<file path="src/rtl/bl_mux_ctrl.sv">
// bl_mux_ctrl: registered control front-end for an 8:1 analog bit-line multiplexer
// (ADG1408 class).
//
// The enable and the 3-bit address requests arrive asynchronously. Each one passes through a
// 2-flop synchronizer. A small FSM then drives the mux EN and A2..A0 pins with two guard
// intervals:
//   - address setup:    A*_out settles for SETUP_CYCLES clocks before EN_out rises.
//   - break-before-make: EN_out stays low for BREAK_CYCLES clocks before a new address is
//                        driven while the channel is live.
// The address pins never move while EN_out is high, or on the edge where EN_out rises.
// Every output comes straight from a flop.
//
// Optional feature macro: BL_MUX_CH_STATUS_EN
//   When defined, a registered one-hot channel status output ch_active[7:0] is added.
//   It decodes {A2_out,A1_out,A0_out} while EN_out is high and reads all zeros otherwise.

module bl_mux_ctrl #(
   parameter int unsigned SETUP_CYCLES = 4,
   parameter int unsigned BREAK_CYCLES = 2
) (
   input  logic       Clk,
   input  logic       Reset,
   input  logic       EN_in,
   input  logic       A2_in,
   input  logic       A1_in,
   input  logic       A0_in,
   output logic       A2_out,
   output logic       A1_out,
   output logic       A0_out,
   output logic       EN_out
`ifdef BL_MUX_CH_STATUS_EN
   ,
   output logic [7:0] ch_active
`endif
);

   // Reject guard intervals that the 16-bit counter cannot represent.
   if (SETUP_CYCLES < 1 || SETUP_CYCLES > 65535) begin : g_bad_setup
      $error("bl_mux_ctrl: SETUP_CYCLES out of range 1..65535");
   end
   if (BREAK_CYCLES < 1 || BREAK_CYCLES > 65535) begin : g_bad_break
      $error("bl_mux_ctrl: BREAK_CYCLES out of range 1..65535");
   end

   // The counter is loaded with N-1 and expires when it reads zero.
   // That places the action exactly N edges after the load edge.
   localparam logic [15:0] SetupLoad = 16'(SETUP_CYCLES - 1);
   localparam logic [15:0] BreakLoad = 16'(BREAK_CYCLES - 1);

   // FSM encoding
   localparam logic [1:0] StIdle  = 2'd0;
   localparam logic [1:0] StSetup = 2'd1;
   localparam logic [1:0] StOn    = 2'd2;
   localparam logic [1:0] StBreak = 2'd3;

   // ---------------------------------------------------------------------------------------
   // Input synchronizers: bit 3 is the enable, bits 2..0 are the address.
   // ---------------------------------------------------------------------------------------
   logic [3:0] req_raw;
   logic [3:0] meta_q;
   logic [3:0] sync_q;
   logic       en_s;
   logic [2:0] addr_s;

   assign req_raw = {EN_in, A2_in, A1_in, A0_in};
   assign en_s    = sync_q[3];
   assign addr_s  = sync_q[2:0];

   // Two-stage synchronizer for all four request bits, cleared by reset.
   always_ff @(posedge Clk or negedge Reset) begin
      if (!Reset) begin
         meta_q <= '0;
         sync_q <= '0;
      end else begin
         meta_q <= req_raw;
         sync_q <= meta_q;
      end
   end

   // ---------------------------------------------------------------------------------------
   // Control FSM, guard counter and output registers
   // ---------------------------------------------------------------------------------------
   logic [1:0]  state_q, state_d;
   logic [15:0] cnt_q, cnt_d;
   logic [2:0]  addr_q, addr_d;
   logic        en_q, en_d;
   logic        cnt_zero;
   logic        addr_diff;

   assign cnt_zero  = (cnt_q == 16'd0);
   assign addr_diff = (addr_s != addr_q);

   // Next-state logic. A dropped enable always beats an address change.
   always_comb begin
      state_d = state_q;
      cnt_d   = cnt_q;
      addr_d  = addr_q;
      en_d    = en_q;

      case (state_q)
         StIdle: begin
            en_d = 1'b0;
            if (en_s) begin
               addr_d  = addr_s;
               cnt_d   = SetupLoad;
               state_d = StSetup;
            end
         end

         StSetup: begin
            en_d = 1'b0;
            if (!en_s) begin
               state_d = StIdle;
            end else if (addr_diff) begin
               // Channel is not live yet: follow the request and restart the setup time.
               addr_d = addr_s;
               cnt_d  = SetupLoad;
            end else if (cnt_zero) begin
               en_d    = 1'b1;
               state_d = StOn;
            end else begin
               cnt_d = cnt_q - 16'd1;
            end
         end

         StOn: begin
            en_d = 1'b1;
            if (!en_s) begin
               en_d    = 1'b0;
               state_d = StIdle;
            end else if (addr_diff) begin
               // Open the switch first. The address is held until the break time expires.
               en_d    = 1'b0;
               cnt_d   = BreakLoad;
               state_d = StBreak;
            end
         end

         StBreak: begin
            en_d = 1'b0;
            if (!en_s) begin
               state_d = StIdle;
            end else if (cnt_zero) begin
               // Take the newest request, not the one that started the break.
               addr_d  = addr_s;
               cnt_d   = SetupLoad;
               state_d = StSetup;
            end else begin
               cnt_d = cnt_q - 16'd1;
            end
         end

         default: begin
            en_d    = 1'b0;
            state_d = StIdle;
         end
      endcase
   end

   // State, counter and pin registers. Reset clears everything asynchronously.
   always_ff @(posedge Clk or negedge Reset) begin
      if (!Reset) begin
         state_q <= StIdle;
         cnt_q   <= '0;
         addr_q  <= '0;
         en_q    <= 1'b0;
      end else begin
         state_q <= state_d;
         cnt_q   <= cnt_d;
         addr_q  <= addr_d;
         en_q    <= en_d;
      end
   end

   assign A2_out = addr_q[2];
   assign A1_out = addr_q[1];
   assign A0_out = addr_q[0];
   assign EN_out = en_q;

`ifdef BL_MUX_CH_STATUS_EN
   // ---------------------------------------------------------------------------------------
   // Channel status: a one-hot decode built from next-state values.
   // This makes it change on the same edge as EN_out.
   // ---------------------------------------------------------------------------------------
   logic [7:0] ch_active_q, ch_active_d;

   // Decode the live channel. Reads zero while the switch is open.
   always_comb begin
      ch_active_d = 8'd0;
      if (en_d) begin
         ch_active_d = 8'd1 << addr_d;
      end
   end

   // Status register, cleared by reset.
   always_ff @(posedge Clk or negedge Reset) begin
      if (!Reset) begin
         ch_active_q <= '0;
      end else begin
         ch_active_q <= ch_active_d;
      end
   end

   assign ch_active = ch_active_q;
`endif

endmodule

</file>
<file path="config.mk">
export PLATFORM = sky130hd
export DESIGN_NAME = bl_mux_ctrl
export DESIGN_NICKNAME = d
export VERILOG_FILES = /design/src/rtl/bl_mux_ctrl.sv
export SDC_FILE = /design/constraint.sdc
export NUM_CORES = 1
export LEC_CHECK = 0
export CAP_MARGIN = 40
export CORE_MARGIN = 2
export CORE_UTILIZATION = 57
export DETAILED_ROUTE_END_ITERATION = 12
export GPL_TIMING_DRIVEN = 0
export PLACE_DENSITY = 0.75
export SYNTH_ARGS = -nofsm -noshare
export SYNTH_HDL_FRONTEND = slang
export SYNTH_SLANG_ARGS = --single-unit
</file>
<file path="constraint.sdc">
create_clock -name Clk -period 2.4 [get_ports Clk]
set_input_delay 0.24 -clock Clk [delete_from_list [all_inputs] [get_ports Clk]]
set_output_delay 0.24 -clock Clk [all_outputs]
set_load 0.1 [all_outputs]
</file>
==> impl_metrics.py, run 1 <==
metrics = {
    "outcome": {
        "status": "complete, no violations",
    },
    "drt": {
        "drt_iter0_drc": 45,
        "remaining_drc_errors": 0,
        "dr_total_vias": 1186,
        "firstDrtPassIters": 4,
        "ant_nets": 0,
        "wirelength_mm": 2.86,
        "routed_via_density": 5.90,
        "wl_per_cell_um": 14.2,
    },
    "cts": {
        "postCtsHoldBufs": 0,
        "cts_sinks": 30,
        "h-tree-depth": 2,
        "insertion_delay_ps": 340,
        "cts_buffer_depth": 2,
        "clkTransAtPathRegs_ps": 100,
        "cts_tree": "yes",
        "cts_buffers": 5,
        "clockRootBuffer": "clkbuf_4",
    },
    "worst_setup_path": {
        "crit_fanout": 7,
        "r2r_slack_ps": 170,
        "cp_slowest_stage_delay_ps": 540,
        "cp-start-kind": "flip-flop",
        "critPathKind": "flip-flop to flip-flop",
        "slowest_stage": "or4b_1",
        "crit_chain": "inv_1 > ha_1 > nor2_2 > a21oi_1 > a21oi_2 > nand4_2 > or4b_1 > a21oi_1",
        "crit_path_end_kind": "flip-flop",
        "crit_required_ps": 2660,
        "worstPathArrival_ps": 2490,
        "worst_r2r_path_depth": 8,
        "cpMostUsedCell": "a21oi_1",
    },
    "synthesis": {
        "syn_area_sq_um": 1540,
        "yosysSeqAreaShare": 0.488,
        "synth-xor-area-share": 0.0740,
        "synthArstFlopShare": 1.00,
        "syn_inst": 149,
        "synthAdderAreaFrac": 0.0488,
        "synthFlopType": "dfrtp_1",
        "synth-seq-cells": 30,
        "syn_avg_cell_area_sq_um": 10.3,
        "synthSimpleGateAreaFrac": 0.246,
        "syn_nets": 161,
        "synthMuxAreaShare": 0.0293,
        "synth_cell_types": 37,
        "synth_edf_count": 0,
        "yosysWarnings": 0,
        "synth_compound_gate_area_share": 0.0894,
        "synth_top_family_by_area": "simple AND/OR/NAND/NOR gates",
    },
    "floorplan": {
        "dieArea_sq_um": 3130,
        "die_h_um": 56.0,
        "io_pins": 10,
        "fp.dieW_um": 56.0,
        "num_rows": 18,
        "core_sq_um": 2520,
        "start_util": 0.610,
    },
    "sta": {
        "slew_viol_final": 0,
        "clock_skew_ps": 10.3,
        "tns_ps": 0,
        "finalCritPeriodShare": 0.929,
        "rsz0062_at_grt": "yes",
        "hold_viol": 0,
        "min_period_ps": 2230,
        "max_freq_mhz": 448,
        "setup_viol": 0,
        "relSlewSlack": 0.578,
        "worst_slew_pin_slew_ps": 631,
    },
    "finish": {
        "syn2layout_area_growth_pct": 21.8,
        "fin_nets": 182,
        "layout_commonest_cell": "dfrtp_1",
        "final_cell_mix": "dfrtp_1, nor2_1, xor2_1",
        "n_fill_cell": 178,
        "drive_gt1_frac": 0.216,
        "n_antenna_cell": 0,
    },
    "grt": {
        "overflow": 0,
        "grt_max_degree": 20,
        "grt_first_pass_wirelength_mm": 5.20,
        "antenna_found_initial": 0,
        "track_usage": 0.219,
        "grt_pass1_vias": 1190,
    },
    "place": {
        "place.gp.congestion": 0.820,
        "post-dp-hpwl_mm": 2.13,
        "portBuffers": 9,
    },
    "flow_run": {
        "drv_cap": 0,
    },
    "power": {
        "ir_worst_vdd_mv": 1.04,
        "p_leak_nw": 0.823,
        "power_density_nw_per_um2": 1260,
        "total_power_mw": 2.36,
    },
    "worst_hold_path": {
        "hold_path_class": "input pin to asynchronous set/reset pin",
    },
}
[registers in the layout, summed over array words and instances (netlist names)]
| register | count |
|---|---|
| EN_out | 1 |
| addr_q | 3 |
| cnt_q | 16 |
| meta_q | 4 |
| state_q | 2 |
| sync_q | 4 |
[worst paths after layout]
check,start,to
worst min register to register,meta_q[3],sync_q[3]
min in group Clk,A0_in,meta_q[0]
worst min-delay path,Reset,cnt_q[15]
worst max-delay path,state_q[1],cnt_q[11]
max in group asynchronous,Reset,addr_q[1]
worst max register to register,state_q[1],cnt_q[11]
[cell families after synthesis]
group                    Yosys count
AO/OA/AOI/OAI                     21
XOR/XNOR                          13
adder cells (fa/ha/maj)            6
buffers and inverters             10
flip-flops                        30
multiplexers                       4
AND/OR/NAND/NOR                   65
[critical path: cells and delay by family, from the launching register on]
family	cells	cell delay, ps
AOI/OAI and AO/OA	3	480
and+or+nand+nor	3	900
adders and majority gates	1	250
DFF	1	420
buffers and inverters	1	100
[power by group]
group          internal [mW]  switching [mW]
clock network          0.216           0.179
registers              0.615           0.118
logic                  0.493           0.739
total                   1.32            1.04
[Yosys cell counts (all sizes together) (2+ instances only)]
cell type,instances,share of area
dfrtp,30,0.49
nor2,20,0.049
xor2,13,0.074
nand4,10,0.045
a21oi,7,0.025
nand2,7,0.017
o21ai,7,0.023
ha,6,0.049
inv,6,0.015
nor3,6,0.027
mux2,4,0.029
nand3,4,0.013
nor4,4,0.020
clkbuf,3,0.0073
or3,3,0.014
nand4b,2,0.011
or4b,2,0.013
[per-layer routing]
layer  vias to the layer above  part of all wire  track usage
met5                         -                 0            0
met4                         0             0.024        0.109
met3                         6             0.038       0.0721
met2                        22              0.47        0.341
met1                       579              0.47        0.273
li1                        579                 -            -
[area by class of cell]
cell class                 instances  area [sq um]  area share
sequential                        30           756       0.403
clock buffer                       5          37.5      0.0200
buffer                             4          20.0      0.0107
inverter                           6          22.5      0.0120
multi-input combinational        109           783       0.418
timing repair buffer              14           178      0.0948
clock inverter                     3          40.0      0.0214
tap                               30          37.5      0.0200
[through the flow]
stage	util	setup WS, ps	instance area, sq um	hold slack (ps)	instances
finish	0.743	170	1870	285	201
global route	0.743	-23.4	1870	323	201
CTS	0.730	9.65	1840	304	201
detailed placement	0.697	27.5	1760	337	193
global placement	0.662	49.8	1670	333	188
floorplan	-	223	1540	-55.6	149
[timing repair]
item / CTS / global route
buffers inserted: 0 / 0
resized for setup: 1 / 10
pin swaps: 0 / 2
endpoints found under the setup margin: 1 / 17
gates cloned: 0 / 0
Note: power is estimated with default switching activity, not from simulation.
==> run 2: changes to the inputs <==
--- a/config.mk
+++ b/config.mk
@@ -7,10 +7,11 @@
 export LEC_CHECK = 0
 export CAP_MARGIN = 40
 export CORE_MARGIN = 2
-export CORE_UTILIZATION = 57
+export CORE_UTILIZATION = 35
+export CTS_BUF_LIST = sky130_fd_sc_hd__clkbuf_8 sky130_fd_sc_hd__clkbuf_16
 export DETAILED_ROUTE_END_ITERATION = 12
 export GPL_TIMING_DRIVEN = 0
-export PLACE_DENSITY = 0.75
+export PLACE_DENSITY_LB_ADDON = 0.12
 export SYNTH_ARGS = -nofsm -noshare
 export SYNTH_HDL_FRONTEND = slang
 export SYNTH_SLANG_ARGS = --single-unit
==> run 2 against run 1 <==
Sequential power about the same; critical path depth unchanged; first-iteration DRC count shrank 16%; global-route usage fell by 7.7 points; maximum frequency fell by 2.0%.
==> impl_metrics.py, run 2 (same netlist as run 1, synthesis figures left out) <==
metrics = {
    "grt": {
        "grt_pass1_vias": 1187,
        "grt_first_pass_wirelength_mm": 5.53,
        "grtUsageMet1": 0.179,
        "top_usage_layer": "met2",
        "grt_max_degree": 18,
        "overflow": 0,
        "use_met3": 0.0418,
        "track_usage": 0.142,
        "antenna_found_initial": 0,
        "use_met2": 0.230,
    },
    "finish": {
        "fin_cells": 226,
        "n_fill_cell": 413,
        "n_antenna_cell": 0,
        "final_cell_mix": "dfrtp_1, nor2_1, xor2_1",
        "largest_registers": "cnt_q x16, meta_q x4, sync_q x4",
        "largest_reg_flops": 16,
        "drive_gt1_frac": 0.241,
        "fin_nets": 185,
        "layout_commonest_cell": "dfrtp_1",
        "regMostFlops": "cnt_q",
        "syn2layout_area_growth_pct": 28.3,
        "fin_area_sq_um": 1970,
    },
    "cts": {
        "cts_buffers": 5,
        "clkTransAtPathRegs_ps": 70,
        "cts_buffer_depth": 2,
        "postCtsHoldBufs": 0,
        "insertion_delay_ps": 280,
        "cts_tree": "yes",
        "cts_sinks": 30,
        "clockRootBuffer": "clkbuf_8",
        "h-tree-depth": 2,
    },
    "floorplan": {
        "die_h_um": 70.3,
        "num_rows": 24,
        "io_pins": 10,
        "dieArea_sq_um": 4940,
        "fp.dieW_um": 70.3,
        "core_sq_um": 4290,
        "start_util": 0.358,
    },
    "worst_setup_path": {
        "reg2reg_to": "cnt_q[11]",
        "crit_path_end_kind": "flip-flop",
        "crit_required_ps": 2610,
        "r2r_start": "state_q[1]",
        "worst_r2r_path_depth": 8,
        "critPathKind": "flip-flop to flip-flop",
        "worstPathArrival_ps": 2480,
        "crit_fanout": 7,
        "r2r_slack_ps": 130,
        "startpoint": "state_q[1]",
        "cp-start-kind": "flip-flop",
    },
    "sta": {
        "hold_viol": 0,
        "finalCritPeriodShare": 0.948,
        "rsz0062_at_grt": "yes",
        "min_period_ps": 2270,
        "max_freq_mhz": 440,
        "relSlewSlack": 0.487,
        "slew_viol_final": 0,
        "clock_skew_ps": 5.93,
        "setup_viol": 0,
        "worst_slew_pin_slew_ps": 767,
        "worst_slack_ps": 126,
    },
    "drt": {
        "dr_total_vias": 1209,
        "remaining_drc_errors": 0,
        "ant_nets": 0,
        "routed_via_density": 5.35,
        "drt_iter0_drc": 38,
        "wirelength_mm": 3.20,
        "wl_per_cell_um": 14.2,
        "firstDrtPassIters": 4,
    },
    "place": {
        "post-dp-hpwl_mm": 2.30,
        "place_area_sq_um": 1790,
        "place.gp.congestion": 0.793,
        "place_ws_ps": -3.62,
        "portBuffers": 9,
        "placed_cells": 215,
    },
    "worst_hold_path": {
        "hp-start": "meta_q[0]",
        "whs_endpoint": "sync_q[0]",
        "hold_depth": 0,
        "hold_path_class": "flip-flop to flip-flop",
    },
    "power": {
        "p_leak_nw": 0.844,
        "ir_worst_vdd_mv": 0.766,
        "power_density_nw_per_um2": 1300,
    },
    "flow_run": {
        "drv_cap": 0,
    },
    "outcome": {
        "status": "complete, no violations",
    },
}
==> run 2: changes by cell type in the layout (fill, tap and decap cells not counted), sizes merged <==
| cell | previous run | this run |
|---|---|---|
| buf | 5 | 10 |
| clkbuf | 9 | 7 |
| clkinvlp | 0 | 2 |
| clkinv | 2 | 0 |
==> run 2: through the flow <==
step	TNS, ps	total power, mW	hold slack (ps)	util
2_1_floorplan	0	1.58	-55.6	-
3_3_place_gp	-369	1.82	333	0.395
3_5_place_dp	-5.03	1.94	338	0.416
4_1_cts	0	2.48	355	0.444
5_1_grt	-14.6	2.75	363	0.460
6_report	0	2.57	352	0.460
==> run 2: timing repair <==
item,in CTS,in global routing
cloned,0,0
pin swaps,0,2
endpoints found under the hold margin,0,0
resized for setup,2,15
setup buffers,0,3
endpoints found under the setup margin,13,17
==> run 2: power by group <==
| group | leakage [nW] | internal [mW] | switching [mW] | total, mW |
|---|---|---|---|---|
| registers | 0.378 | 0.616 | 0.119 | 0.735 |
| clock network | 0.0504 | 0.309 | 0.210 | 0.519 |
| logic | 0.417 | 0.534 | 0.783 | 1.32 |
==> run 2: worst max-delay path by stage <==
| stage | endpoint | slack [ps] | cells after the start |
|---|---|---|---|
| 6_report | cnt_q[11] | 130 | 8 |
| 5_1_grt | cnt_q[8] | -8 | 9 |
| 4_1_cts | cnt_q[11] | 50 | 8 |
| 3_5_place_dp | cnt_q[3] | -4 | 9 |
| 3_3_place_gp | cnt_q[3] | -40 | 9 |
| 2_1_floorplan | state_q[1] | 220 | 6 |
==> run 2: critical path, cell delays in order, from the launching register on <==
cell and delay (ps):
dfrtp_2 410, inv_1 100, ha_1 250, nor2_1 200
a21oi_1 150, a21oi_2 240, nand4_4 180, or4b_1 520
a21oi_1 160
==> run 2: cell type report <==
type / instances / area [sq um] / area share
inverters: 6 / 22.5 / 0.0114
flip-flops and latches: 30 / 756 / 0.383
well taps: 52 / 65.1 / 0.0330
repair buffers: 17 / 200 / 0.101
plain buffers: 4 / 18.8 / 0.00951
clock buffers: 5 / 68.8 / 0.0349
multi-input cells: 109 / 798 / 0.404
clock inverters: 3 / 45.0 / 0.0228
==> run 2: layer usage <==
| metal | wire [um] | share of wire |
|---|---|---|
| met1 | 1550 | 0.48 |
| met2 | 1500 | 0.47 |
| met3 | 103 | 0.032 |
| met4 | 50 | 0.016 |
| met5 | 0 | 0 |
==> patch 1: new RTL, flow settings as in run 1 <==
Put a register stage on the outputs `A2_out`, `A1_out` and `A0_out`, without a reset. The values now appear one clock later. The other outputs are not delayed to match.
--- a/src/rtl/bl_mux_ctrl.sv
+++ b/src/rtl/bl_mux_ctrl.sv
@@ -173,7 +173,9 @@
    end
 
-   assign A2_out = addr_q[2];
-   assign A1_out = addr_q[1];
-   assign A0_out = addr_q[0];
+   always_ff @(posedge Clk) begin
+      A2_out <= addr_q[2];
+      A1_out <= addr_q[1];
+      A0_out <= addr_q[0];
+   end
    assign EN_out = en_q;
 
Function: changed (a bounded check fails within 4 cycles, from zero or initial values and one cycle with Reset low).
==> patch 1 against run 1 <==
  * Sequential power increased by 12%
  * Sequential cell count increased by 3
  * Setup slack lost 0.060 ns
  * Total power increased by 9.7%
  * Synthesized area increased by 14%
  * Routed wire length rose by 31%
  * Cell area increased by 11%
  * Core utilization fell by 5.3 points
  * Critical endpoint is now cnt_q[12]
  * Highest routed layer unchanged
==> patch 1: results (changes against run 1) <==
[outcome]
outcome=completed  ; unchanged

[logic_synthesis]
synth_xor_area_share_pct=4.27  ; was 7.40%
ys_seq_area_share_pct=46.1  ; was 48.8%
synthMuxAreaShare_pct=3.06  ; was 2.93%
synth_cells=171  ; was 149
synth_common_cells=30 x dfrtp_1, 11 x inv_1, 11 x nor2_1, 9 x a31oi_1  ; was 30 x dfrtp_1, 20 x nor2_1, 13 x xor2_1, 9 x nand4_1
synth-compound-area-share_pct=20.5  ; was 8.94%
yosysWarnings=0  ; unchanged
synth_nets=183  ; was 161
synthAdderAreaFrac_pct=4.27  ; was 4.88%
synth-async-reset-ratio_pct=90.9  ; was 100%
synth_cell_types=49  ; was 37
synth_area_leaders=dfrtp_1 43%, ha_1 4.3%, dfxtp_1 3.4%, a31oi_1 3.2%, xnor2_2 2.8%  ; was dfrtp_1 49%, xor2_1 7.4%, ha_1 4.9%, nor2_1 4.9%, nand4_1 3.7%

[detailed_routing]
vias=1451  ; was 1186
first_pass_iters=4  ; unchanged
ant_nets=0  ; unchanged
wl_um=3760  ; was 2860 um
drt_iter0_drc=59  ; was 45
viasPerCell=6.39  ; was 5.90

[global_routing]
first_global_vias=1391  ; was 1190
gr-usage-all-layers_pct=24.0  ; was 21.9%
grt_pass1_wl_um=6380  ; was 5200 um
grt_max_degree=18  ; was 20
antenna_found_initial=0  ; unchanged

[place]
placed_cell_area_um2=1980  ; was 1760 um2
gp_congestion=0.850  ; was 0.820
hpwl_um=2740  ; was 2130 um
dp_cells=218  ; was 193
placement.io_buffers=9  ; unchanged

[sta]
slew_headroom_pct=45.0  ; was 57.8%
clock_skew_ns=0.0165  ; was 0.0103 ns

[clock_tree]
htree_num_levels=2  ; unchanged
cts.clk_slew.worst_paths_ns=0.12  ; was 0.10 ns
root_buffer=clkbuf_4  ; unchanged
cts.sinks=33  ; was 30
cts_buffer_depth=2  ; unchanged
cts_buffers=5  ; unchanged
clock_latency_ns=0.34  ; about the same

[hold_path]
hold_class=primary input to async pin  ; unchanged

[power_and_ir_drop]
ir_worst_vdd_v=0.000997  ; was 0.00104 V
power.leakage_nw=0.875  ; was 0.823 nW

[finish]
insertedDiodeCount=0  ; unchanged
reg.largest.list=cnt_q: 16 flops, meta_q: 4 flops, sync_q: 4 flops  ; unchanged
layout-drive-gt1-share_pct=15.5  ; was 21.6%
layout.nets=205  ; was 182

[critical_path]
arrival_ns=2.54  ; was 2.49 ns
critPathMaxFanout=5  ; was 7

-- patch 1: changes by cell type after synthesis, moves of 4 or more --
| cell | before | now |
|---|---|---|
| xor2_1 | 13 | 3 |
| a31oi_1 | 0 | 9 |
| nor2_1 | 20 | 11 |
| nand4_1 | 9 | 2 |
| inv_1 | 6 | 11 |
| a41oi_1 | 0 | 4 |
| mux2_2 | 4 | 0 |
| o22ai_1 | 0 | 4 |
| or4_1 | 0 | 4 |
-- patch 1: where the power goes --
part / switching [mW] / leakage (nW) / internal, mW
logic: 0.877 / 0.443 / 0.576
registers: 0.134 / 0.409 / 0.685
clock network: 0.203 / 0.0234 / 0.113
total: 1.21 / 0.875 / 1.37
-- patch 1: cells by family (layout without fill, tap and decap cells) --
logic type / after synthesis / after routing
adder cells (fa/ha/maj): 6 / 6
buffers and inverters: 15 / 38
AO/OA/AOI/OAI: 51 / 51
multiplexers: 5 / 5
AND/OR/NAND/NOR: 55 / 55
XOR/XNOR: 6 / 6
flip-flops: 33 / 33
-- patch 1: path summary, 6_finish.rpt --
| kind | start | end | cells past startpoint | slack, ns |
|---|---|---|---|---|
| worst max-delay path | cnt_q[0] | cnt_q[12] | 8 | 0.11 |
| worst min-delay path | Reset | state_q[1] | 1 | 0.32 |
| worst max register to register | cnt_q[0] | cnt_q[12] | 8 | 0.11 |
| worst min register to register | meta_q[0] | sync_q[0] | 0 | 0.36 |
| max in group asynchronous | Reset | cnt_q[13] | 2 | 1.53 |
| min in group Clk | EN_in | meta_q[3] | 1 | 0.33 |
-- patch 1: routing by layer --
metal | global-route usage (%) | vias up | wire, um
met3 | 6.11 | 4 | 187
met2 | 37.4 | 51 | 1790
met1 | 33.3 | 707 | 1750
met5 | 0 | - | 0
li1 | - | 689 | -
met4 | 6.67 | 0 | 27
-- patch 1: critical path, cell delays in order, from the launching register on --
cell	delay, ns
dfrtp_1	0.36
inv_1	0.09
ha_1	0.24
nor4b_4	0.15
buf_4	0.15
and4_1	0.25
or3_4	0.42
or3_1	0.36
o31ai_2	0.19
-- patch 1: per-stage QoR --
stage | setup WS (ns) | power [mW]
global route | -0.00330 | 2.76
finish | 0.110 | 2.59
CTS | 0.00791 | 2.52
floorplan | 0.363 | 1.80
global placement | 0.0954 | 2.05
detailed placement | 0.0522 | 2.20
-- patch 1: layout make-up --
class                           instances  area, um2
Fill cell                             233        930
Multi-Input combinational cell        123        913
Sequential cell                        33        811
Timing Repair Buffer                   16        193
Inverter                               11       41.3
Tap cell                               33       41.3
Clock buffer                            5       37.5
Clock inverter                          3       22.5
Buffer                                  3       13.8
-- patch 1: repair_timing --
item,CTS,global route
setup buffers,0,2
endpoints found under the setup margin,0,18
hold buffers,0,0
resized for setup,0,4
==> patch 2: new RTL, config.mk and constraints of run 1 <==
Without the edit above. Add a define of `BL_MUX_CH_STATUS_EN`.
--- a/src/rtl/bl_mux_ctrl.sv
+++ b/src/rtl/bl_mux_ctrl.sv
@@ -14,4 +14,6 @@
 //   When defined, a registered one-hot channel status output ch_active[7:0] is added.
 //   It decodes {A2_out,A1_out,A0_out} while EN_out is high and reads all zeros otherwise.
+
+`define BL_MUX_CH_STATUS_EN
 
 module bl_mux_ctrl #(
Formal check against the unedited RTL (old outputs only; new: ch_active): equivalent (Yosys induction, for registers that start in step).
==> patch 2 against run 1 <==
  * Core utilization is 1.7 points higher
  * First-iteration DRC count is 96% higher
  * Highest routed layer unchanged
  * Combinational power is 38% higher
  * Via count is 39% higher
  * Clock power is 12% higher
  * Largest cell class unchanged
  * Sequential share of layout area is 2.7 points lower
  * Synthesized area is 28% higher
  * Clock skew is 0.0041 ns lower
  * Routed wire length is 56% higher
  * Largest power group unchanged
  * Setup slack worse by 0.067 ns
  * Synthesized cell count is 30% higher
  * Cell area is 35% higher
  * Sequential cell count is 8 higher
  * Total power is 32% higher
==> patch 2: results (changes against run 1) <==
[outcome]
outcome=completed  ; unchanged

[global_routing]
grt_max_degree=39  ; was 20
grt_pass1_wl_um=7690  ; was 5200 um
first_global_vias=1704  ; was 1190

[place]
gp_congestion=0.855  ; was 0.820
dp_cells=268  ; was 193
hpwl_um=3030  ; was 2130 um
placed_cell_area_um2=2380  ; was 1760 um2
pre_cts_ws_ns=-0.0534  ; was 0.0275 ns
placement.io_buffers=17  ; was 9

[power_and_ir_drop]
power.leakage_nw=1.08  ; was 0.823 nW
p_seq_share_pct=31.3  ; was 31.1%
ir_worst_vdd_v=0.000830  ; was 0.00104 V
powerDensity_nw_per_um2=1230  ; was 1260 nW/um2
sw_frac_of_total_pct=46.6  ; was 43.9%
power_frac_clock_pct=14.3  ; was 16.7%

[logic_synthesis]
synth_cell_types=43  ; was 37
synth_area_leaders=dfrtp_1 48%, xor2_1 5.8%, nor2_1 5.1%, ha_1 3.2%, a21oi_1 2.8%  ; was dfrtp_1 49%, xor2_1 7.4%, ha_1 4.9%, nor2_1 4.9%, nand4_1 3.7%
synth-compound-area-share_pct=13.8  ; was 8.94%
synth_nets=204  ; was 161
syn_area_per_cell_um2=10.2  ; was 10.3 um2
synthMuxAreaShare_pct=1.52  ; was 2.93%
synth_xor_area_share_pct=5.76  ; was 7.40%

[finish]
layout.nets=242  ; was 182
layout-drive-gt1-share_pct=21.1  ; was 21.6%
final_cells=278  ; was 201

[detailed_routing]
viasPerCell=5.95  ; was 5.90
wl_met1_um=1830  ; was 1340 um
wl_met2_um=2370  ; was 1340 um

[critical_path]
slowest_stage=dfrtp_1  ; was or4b_1
slowest_delay_ns=0.45  ; was 0.54 ns
arrival_ns=2.55  ; was 2.49 ns
critPathMaxFanout=8  ; was 7
r2r_slack_ns=0.10  ; was 0.17 ns

[clock_tree]
clock_latency_ns=0.36  ; was 0.34 ns

[hold_path]
hold_class=primary input to flop  ; was primary input to async pin

[sta]
clock_skew_ns=0.00624  ; was 0.0103 ns

==> patch 2: critical path, delay by kind of cell, from the launching register on <==
kind,cells,cell delay (ns)
buffers and inverters,1,0.12
AO/OA/AOI/OAI,3,0.81
AND/OR/NAND/NOR,3,0.62
adder cells (fa/ha/maj),1,0.19
flip-flops,1,0.45
==> patch 2: final cells by class <==
type | instances | area, um2
fill | 246 | 800
clock inverter | 3 | 45.0
timing repair buffer | 31 | 363
inverter | 9 | 33.8
tap | 46 | 57.6
buffer | 6 | 32.5
multi-input combinational | 140 | 1010
clock buffer | 5 | 37.5
sequential | 38 | 953
==> patch 2: layer usage <==
metal	up-vias	global-route usage (%)
li1	776	-
met1	830	28.1
met5	-	0
met3	7	5.23
met4	0	13.1
met2	40	43.9
==> patch 2: what timing repair did <==
action                                 4_1_cts  5_1_grt
endpoints found under the hold margin       29        0
hold buffers                                 1        0
setup buffers                                0        1
setup endpoints to repair                   18       24
pin swaps                                    0        2
resized for setup                            3       12
